===== src/rtl/regfile_write_queue_pkg.sv =====
// Shared constants and the queue entry record for the register-file write queue.
// Widths match the 32-entry register file this queue feeds.
package regfile_write_queue_pkg;

  localparam int ADDR_W   = 5;
  localparam int DATA_W   = 32;
  localparam int NUM_REGS = 1 << ADDR_W;

  localparam logic [ADDR_W-1:0] REG_ZERO = '0;

  typedef struct packed {
    logic              valid;
    logic [ADDR_W-1:0] addr;
    logic [DATA_W-1:0] data;
  } wq_entry_t;

endpackage


===== src/rtl/regfile_write_queue_if.sv =====
// Bus bundle between the write-back source, the register groups and lookup readers.
// The master side is the producer/reader; the slave side is the queue itself.
interface regfile_write_queue_if #(
  parameter int DEPTH = 4
) ();
  import regfile_write_queue_pkg::*;

  localparam int CNT_W = $clog2(DEPTH) + 1;

  logic                in_valid;
  logic                in_ready;
  logic [ADDR_W-1:0]   in_addr;
  logic [DATA_W-1:0]   in_data;
  logic                drain_stall;
  logic [NUM_REGS-1:0] wr_en;
  logic [DATA_W-1:0]   wr_data;
  logic [ADDR_W-1:0]   lk_addr;
  logic                lk_hit;
  logic [DATA_W-1:0]   lk_data;
  logic [CNT_W-1:0]    count;
  logic                empty;

  modport master (
    output in_valid, in_addr, in_data, drain_stall, lk_addr,
    input  in_ready, wr_en, wr_data, lk_hit, lk_data, count, empty
  );

  modport slave (
    input  in_valid, in_addr, in_data, drain_stall, lk_addr,
    output in_ready, wr_en, wr_data, lk_hit, lk_data, count, empty
  );

endinterface


===== src/rtl/regfile_write_queue_decoder_onehot.sv =====
// Enabled binary-to-one-hot decoder; shared with the register file's own write decode.
module decoder_onehot #(
  parameter int IN_W = 5
) (
  input  logic                   i_en,
  input  logic [IN_W-1:0]        i_sel,
  output logic [(1 << IN_W)-1:0] o_onehot
);

  always_comb begin
    o_onehot = '0;
    if (i_en) begin
      o_onehot[i_sel] = 1'b1;
    end
  end

endmodule


===== src/rtl/regfile_write_queue.sv =====
// Pending register-write FIFO in front of the register groups: drains one entry per cycle
// as a one-hot enable plus shared data, and exposes the youngest queued value per address.
module regfile_write_queue
  import regfile_write_queue_pkg::*;
#(
  parameter int DEPTH = 4
) (
  input  logic                 clk,
  input  logic                 rst_n,
  regfile_write_queue_if.slave bus
);

  localparam int PTR_W = $clog2(DEPTH);
  localparam int CNT_W = PTR_W + 1;

  logic [PTR_W-1:0] r_head;
  logic [PTR_W-1:0] r_tail;
  logic [CNT_W-1:0] r_count;
  wq_entry_t        r_mem [DEPTH];

  logic                w_full;
  logic                w_empty;
  logic                w_enq;
  logic                w_deq;
  wq_entry_t           w_head_entry;
  logic [NUM_REGS-1:0] w_wr_en;
  logic                w_lk_hit;
  logic [DATA_W-1:0]   w_lk_data;

  assign w_full       = (r_count == CNT_W'(DEPTH));
  assign w_empty      = (r_count == '0);
  assign w_head_entry = r_mem[r_head];

  // Writes to register 0 complete the handshake but are discarded.
  assign w_enq = bus.in_valid & ~w_full & (bus.in_addr != REG_ZERO);
  assign w_deq = ~w_empty & ~bus.drain_stall;

  always_ff @(posedge clk or negedge rst_n) begin
    if (!rst_n) begin
      r_head  <= '0;
      r_tail  <= '0;
      r_count <= '0;
      for (int i = 0; i < DEPTH; i++) begin
        r_mem[i] <= '0;
      end
    end else begin
      // Enqueue and dequeue never share a slot: enqueue is blocked when full,
      // dequeue is blocked when empty.
      if (w_enq) begin
        r_mem[r_tail] <= '{valid: 1'b1, addr: bus.in_addr, data: bus.in_data};
        r_tail        <= r_tail + PTR_W'(1);
      end
      if (w_deq) begin
        r_mem[r_head].valid <= 1'b0;
        r_head              <= r_head + PTR_W'(1);
      end
      case ({w_enq, w_deq})
        2'b10:   r_count <= r_count + CNT_W'(1);
        2'b01:   r_count <= r_count - CNT_W'(1);
        default: r_count <= r_count;
      endcase
    end
  end

  decoder_onehot #(
    .IN_W (ADDR_W)
  ) u_wr_dec (
    .i_en     (w_deq),
    .i_sel    (w_head_entry.addr),
    .o_onehot (w_wr_en)
  );

  // Walk oldest to youngest so the last match wins; the head entry still
  // counts while it is retiring because its valid bit clears only at the edge.
  always_comb begin
    w_lk_hit  = 1'b0;
    w_lk_data = '0;
    for (int i = 0; i < DEPTH; i++) begin
      if (r_mem[r_head + PTR_W'(i)].valid &&
          (r_mem[r_head + PTR_W'(i)].addr == bus.lk_addr) &&
          (bus.lk_addr != REG_ZERO)) begin
        w_lk_hit  = 1'b1;
        w_lk_data = r_mem[r_head + PTR_W'(i)].data;
      end
    end
  end

  assign bus.in_ready = ~w_full;
  assign bus.wr_en    = w_wr_en;
  assign bus.wr_data  = w_deq ? w_head_entry.data : '0;
  assign bus.lk_hit   = w_lk_hit;
  assign bus.lk_data  = w_lk_data;
  assign bus.count    = r_count;
  assign bus.empty    = w_empty;

endmodule


===== src/flat_wrapper.sv =====
// flat-port wrapper written by rule: the top's interface ports become plain ports
module regfile_write_queue_flat import regfile_write_queue_pkg::*;
#(
  parameter int DEPTH = 4
)
  (clk, rst_n, bus_in_valid, bus_in_addr, bus_in_data, bus_drain_stall, bus_lk_addr, bus_in_ready, bus_wr_en, bus_wr_data, bus_lk_hit, bus_lk_data, bus_count, bus_empty);
  regfile_write_queue_if #(.DEPTH(DEPTH)) bus_i ();
  input  logic clk;
  input  logic rst_n;
  input wire logic [$bits(bus_i.in_valid)-1:0] bus_in_valid;
  input wire logic [$bits(bus_i.in_addr)-1:0] bus_in_addr;
  input wire logic [$bits(bus_i.in_data)-1:0] bus_in_data;
  input wire logic [$bits(bus_i.drain_stall)-1:0] bus_drain_stall;
  input wire logic [$bits(bus_i.lk_addr)-1:0] bus_lk_addr;
  output wire logic [$bits(bus_i.in_ready)-1:0] bus_in_ready;
  output wire logic [$bits(bus_i.wr_en)-1:0] bus_wr_en;
  output wire logic [$bits(bus_i.wr_data)-1:0] bus_wr_data;
  output wire logic [$bits(bus_i.lk_hit)-1:0] bus_lk_hit;
  output wire logic [$bits(bus_i.lk_data)-1:0] bus_lk_data;
  output wire logic [$bits(bus_i.count)-1:0] bus_count;
  output wire logic [$bits(bus_i.empty)-1:0] bus_empty;
  assign bus_i.in_valid = bus_in_valid;
  assign bus_i.in_addr = bus_in_addr;
  assign bus_i.in_data = bus_in_data;
  assign bus_i.drain_stall = bus_drain_stall;
  assign bus_i.lk_addr = bus_lk_addr;
  assign bus_in_ready = bus_i.in_ready;
  assign bus_wr_en = bus_i.wr_en;
  assign bus_wr_data = bus_i.wr_data;
  assign bus_lk_hit = bus_i.lk_hit;
  assign bus_lk_data = bus_i.lk_data;
  assign bus_count = bus_i.count;
  assign bus_empty = bus_i.empty;
  regfile_write_queue #(.DEPTH(DEPTH)) u_core (.clk(clk), .rst_n(rst_n), .bus(bus_i));
endmodule

===== config.mk =====
export PLATFORM = sky130hd
export DESIGN_NAME = regfile_write_queue_flat
export DESIGN_NICKNAME = d
export VERILOG_FILES = /design/src/rtl/regfile_write_queue_pkg.sv /design/src/rtl/regfile_write_queue_if.sv /design/src/rtl/regfile_write_queue_decoder_onehot.sv /design/src/rtl/regfile_write_queue.sv /design/src/flat_wrapper.sv
export SDC_FILE = /design/constraint.sdc
export NUM_CORES = 1
export LEC_CHECK = 0
export ABC_AREA = 1
export CORE_UTILIZATION = 60
export CTS_BUF_LIST = sky130_fd_sc_hd__clkbuf_16
export CTS_CLUSTER_DIAMETER = 40
export DETAILED_ROUTE_END_ITERATION = 6
export PLACE_DENSITY = 0.94
export SYNTH_ARGS = -nofsm -noshare
export SYNTH_HDL_FRONTEND = slang
export SYNTH_SLANG_ARGS = --single-unit

===== constraint.sdc =====
create_clock -name clk -period 4.3 [get_ports clk]
set_input_delay 0.645 -clock clk [delete_from_list [all_inputs] [get_ports clk]]
set_output_delay 0.645 -clock clk [all_outputs]
set_load 0.1 [all_outputs]

==> flow_metrics.tcl <==
set metrics [dict create \
    globalRoute.totalOverflow 0 \
    vias_in_the_first_global_route 12500 \
    worstPathRequired_ns 3.65 \
    yosys_warnings 0 \
    grt_max_degree 107 \
    nFillCells 1255 \
    clock_tree_from_tritoncts "done" \
    clk-insertion-delay-late_ns 0.44 \
    synth-seq-area-share 0.345 \
    synth_enable_flop_cells 0 \
    cts.clk_slew.worst_paths_ns 0.06 \
    setup_tns_ns 0 \
    synth_async_reset_ratio 1.00 \
    cts_hold_buffers_added 0 \
    synth_cell_types 31 \
    grt_pass1_wl_um 58700 \
    final_period_minus_worst_setup_slack_ns 4.20 \
    hold_viol_final 0 \
    cts_root_buffer "sky130_fd_sc_hd__clkbuf_16" \
    antenna_found_initial 0 \
    slew_viol_final 0 \
    layout.cells.most_common_list "sky130_fd_sc_hd__nand2_1 (572), sky130_fd_sc_hd__o21ai_0 (352), sky130_fd_sc_hd__nor2_1 (292)" \
    clock_buffers_created_by_tritoncts 17 \
    initial_utilization 0.615 \
    commonest_register_cell_after_synthesis "sky130_fd_sc_hd__dfrtp_1" \
    finClkSkew_ns 0.00830 \
    post_synth_instance_area_mm2 0.0115 \
    drt_first_pass_iters 7 \
    grt_setup_unrepaired "false" \
    gp_congestion 0.920 \
    die_w_um 141 \
    htree_levels 4 \
    total_nets_after_synthesis 1908 \
    reg2reg_slack_ns 1.90 \
    start_kind "register" \
    multi_input_comb_area_mm2 0.00637 \
    portbufs 147 \
    criticalPathCategory "register to primary output" \
    route.detailed.drc 30 \
    slew_headroom 0.338 \
    reg2reg_depth 9 \
    initialDrtViolationCount 2070 \
    final_layout_size_suffix_gt1_frac 0.101 \
    number_of_antenna_violating_nets_in_the_routed_design 0 \
    violations "DRC" \
    final_common_cell "sky130_fd_sc_hd__nand2_1" \
    r2r_start "u_core.bus.count[0]" \
    timing.hold.worst.class "input pin to async pin" \
    path_max_fanout 51 \
    timing.critical_path.to_type "primary output" \
    min_period_over_period 0.977 \
    setup_viol 0 \
    placementRows 50 \
    core_mm2 0.0188 \
    die_h_um 141 \
    route.vias.total 13000 \
    drt-total-wl_um 35900 \
    dpl.hpwl_um 21800 \
    antenna-diode-count 0 \
    num-nets-final 1980 \
    timing.max_cap.violations 0 \
    synth_cells 1852 \
    flow.area_growth_from_synthesis_pct 24.5 \
    postSynthRegisterBits 159 \
    design.die.area_mm2 0.0198 \
    post_synth.cell_area_avg_um2 6.24 \
    status "finished with violations" \
    groute.usage.overall 0.370 \
    routed_wire_length_per_instance_um 16.5 \
    least_margin_pin_slew_ns 0.993 \
    io-pin-count 148 \
    critPathArrivalTime_ns 3.56 \
    vias_per_cell 6.00 \
    clock_sinks 159 \
    clock_tree.buffer_depth 2 \
    max_freq_ghz 0.238 \
    layout.area.seq_mm2 0.00398 \
]
## kinds of logic after synthesis
group           Yosys count  synth area share
compound gates          391             0.169
xor+xnor                  5           0.00379
fa+ha+maj                10            0.0115
buf+inv                 283             0.107
flops                   159             0.345
mux                      31            0.0269
simple gates            973             0.337
## cell usage after synthesis, types with 2 or more instances
cell type / instances / area, um2
sky130_fd_sc_hd__nand2_1: 576 / 2160
sky130_fd_sc_hd__o21ai_0: 352 / 1760
sky130_fd_sc_hd__nor2_1: 292 / 1100
sky130_fd_sc_hd__inv_1: 160 / 601
sky130_fd_sc_hd__dfrtp_1: 159 / 3980
sky130_fd_sc_hd__nand3_1: 66 / 330
sky130_fd_sc_hd__buf_2: 48 / 240
sky130_fd_sc_hd__clkbuf_1: 43 / 161
sky130_fd_sc_hd__mux2i_1: 31 / 310
sky130_fd_sc_hd__o21ai_1: 28 / 140
sky130_fd_sc_hd__a21oi_1: 11 / 55.1
sky130_fd_sc_hd__buf_4: 11 / 82.6
sky130_fd_sc_hd__nand2_2: 11 / 68.8
sky130_fd_sc_hd__ha_1: 9 / 113
sky130_fd_sc_hd__nor2_2: 9 / 56.3
sky130_fd_sc_hd__buf_1: 8 / 30.0
sky130_fd_sc_hd__buf_6: 7 / 78.8
sky130_fd_sc_hd__nand3_2: 7 / 70.1
sky130_fd_sc_hd__nand4_1: 4 / 25.0
sky130_fd_sc_hd__inv_2: 3 / 11.3
sky130_fd_sc_hd__nor2_4: 3 / 33.8
sky130_fd_sc_hd__xor2_1: 3 / 26.3
sky130_fd_sc_hd__nor3_1: 2 / 10.0
sky130_fd_sc_hd__xnor2_1: 2 / 17.5
## layer usage
metal,vias up,track usage,share of wire
li1,5974,-,-
met5,-,0,0
met3,196,0.0819,0.11
met1,5882,0.446,0.37
met4,0,0.222,0.045
met2,967,0.610,0.48
## stage by stage
| stage | setup slack (ns) | cells | util | instance area (um2) | hold WS (ns) |
|---|---|---|---|---|---|
| floorplan | 0.113 | 1852 | - | 11600 | 0.349 |
| finish | 0.0989 | 2171 | 0.766 | 14400 | 0.303 |
| global placement | 0.577 | 2137 | 0.733 | 13800 | 0.467 |
| global route | 0.0332 | 2171 | 0.766 | 14400 | 0.382 |
| CTS | 0.107 | 2170 | 0.765 | 14400 | 0.353 |
| detailed placement | 0.517 | 2137 | 0.733 | 13800 | 0.473 |
## worst max-delay path: stages (launching register included)
cell and delay (ns):
sky130_fd_sc_hd__dfrtp_4 0.60, sky130_fd_sc_hd__inv_8 0.28, sky130_fd_sc_hd__nand2_1 0.13, sky130_fd_sc_hd__nand3_1 0.11, sky130_fd_sc_hd__nand2_1 0.09, sky130_fd_sc_hd__nand2_1 0.10
sky130_fd_sc_hd__o21ai_0 0.21, sky130_fd_sc_hd__nor2_1 0.19, sky130_fd_sc_hd__nand3_2 0.09, sky130_fd_sc_hd__inv_2 0.55, sky130_fd_sc_hd__nor2_1 0.15, sky130_fd_sc_hd__nand2_1 0.14
sky130_fd_sc_hd__nand2_1 0.08, sky130_fd_sc_hd__nand2_1 0.14, sky130_fd_sc_hd__buf_12 0.19
## worst max-delay path by stage
stage / from / endpoint / slack [ns] / cells past startpoint
finish: u_core.r_head[0] / bus_lk_data[19] / 0.1 / 14
global route: u_core.r_head[0] / bus_lk_data[27] / 0.03 / 14
CTS: u_core.r_head[0] / bus_lk_data[19] / 0.11 / 16
detailed placement: bus_lk_addr[3] / bus_lk_data[25] / 0.52 / 15
global placement: bus_lk_addr[3] / bus_lk_data[18] / 0.58 / 15
floorplan: u_core.bus.count[0] / bus_wr_en[13] / 0.11 / 5
## timing repair
action	CTS	global route
buffers inserted	1	1
gates resized for setup	0	4
endpoints found under the setup margin	8	33
## final cells by class
| class | count | share of cell area |
|---|---|---|
| inverter | 165 | 0.0439 |
| clock buffer | 17 | 0.0296 |
| tap | 234 | 0.0204 |
| timing repair buffer | 171 | 0.175 |
| sequential | 159 | 0.277 |
| multi-input combinational | 1410 | 0.443 |
| clock inverter | 15 | 0.0117 |
Power is not shown: default switching activity piles up to over one toggle a cycle in this logic, so the estimate is an artifact.
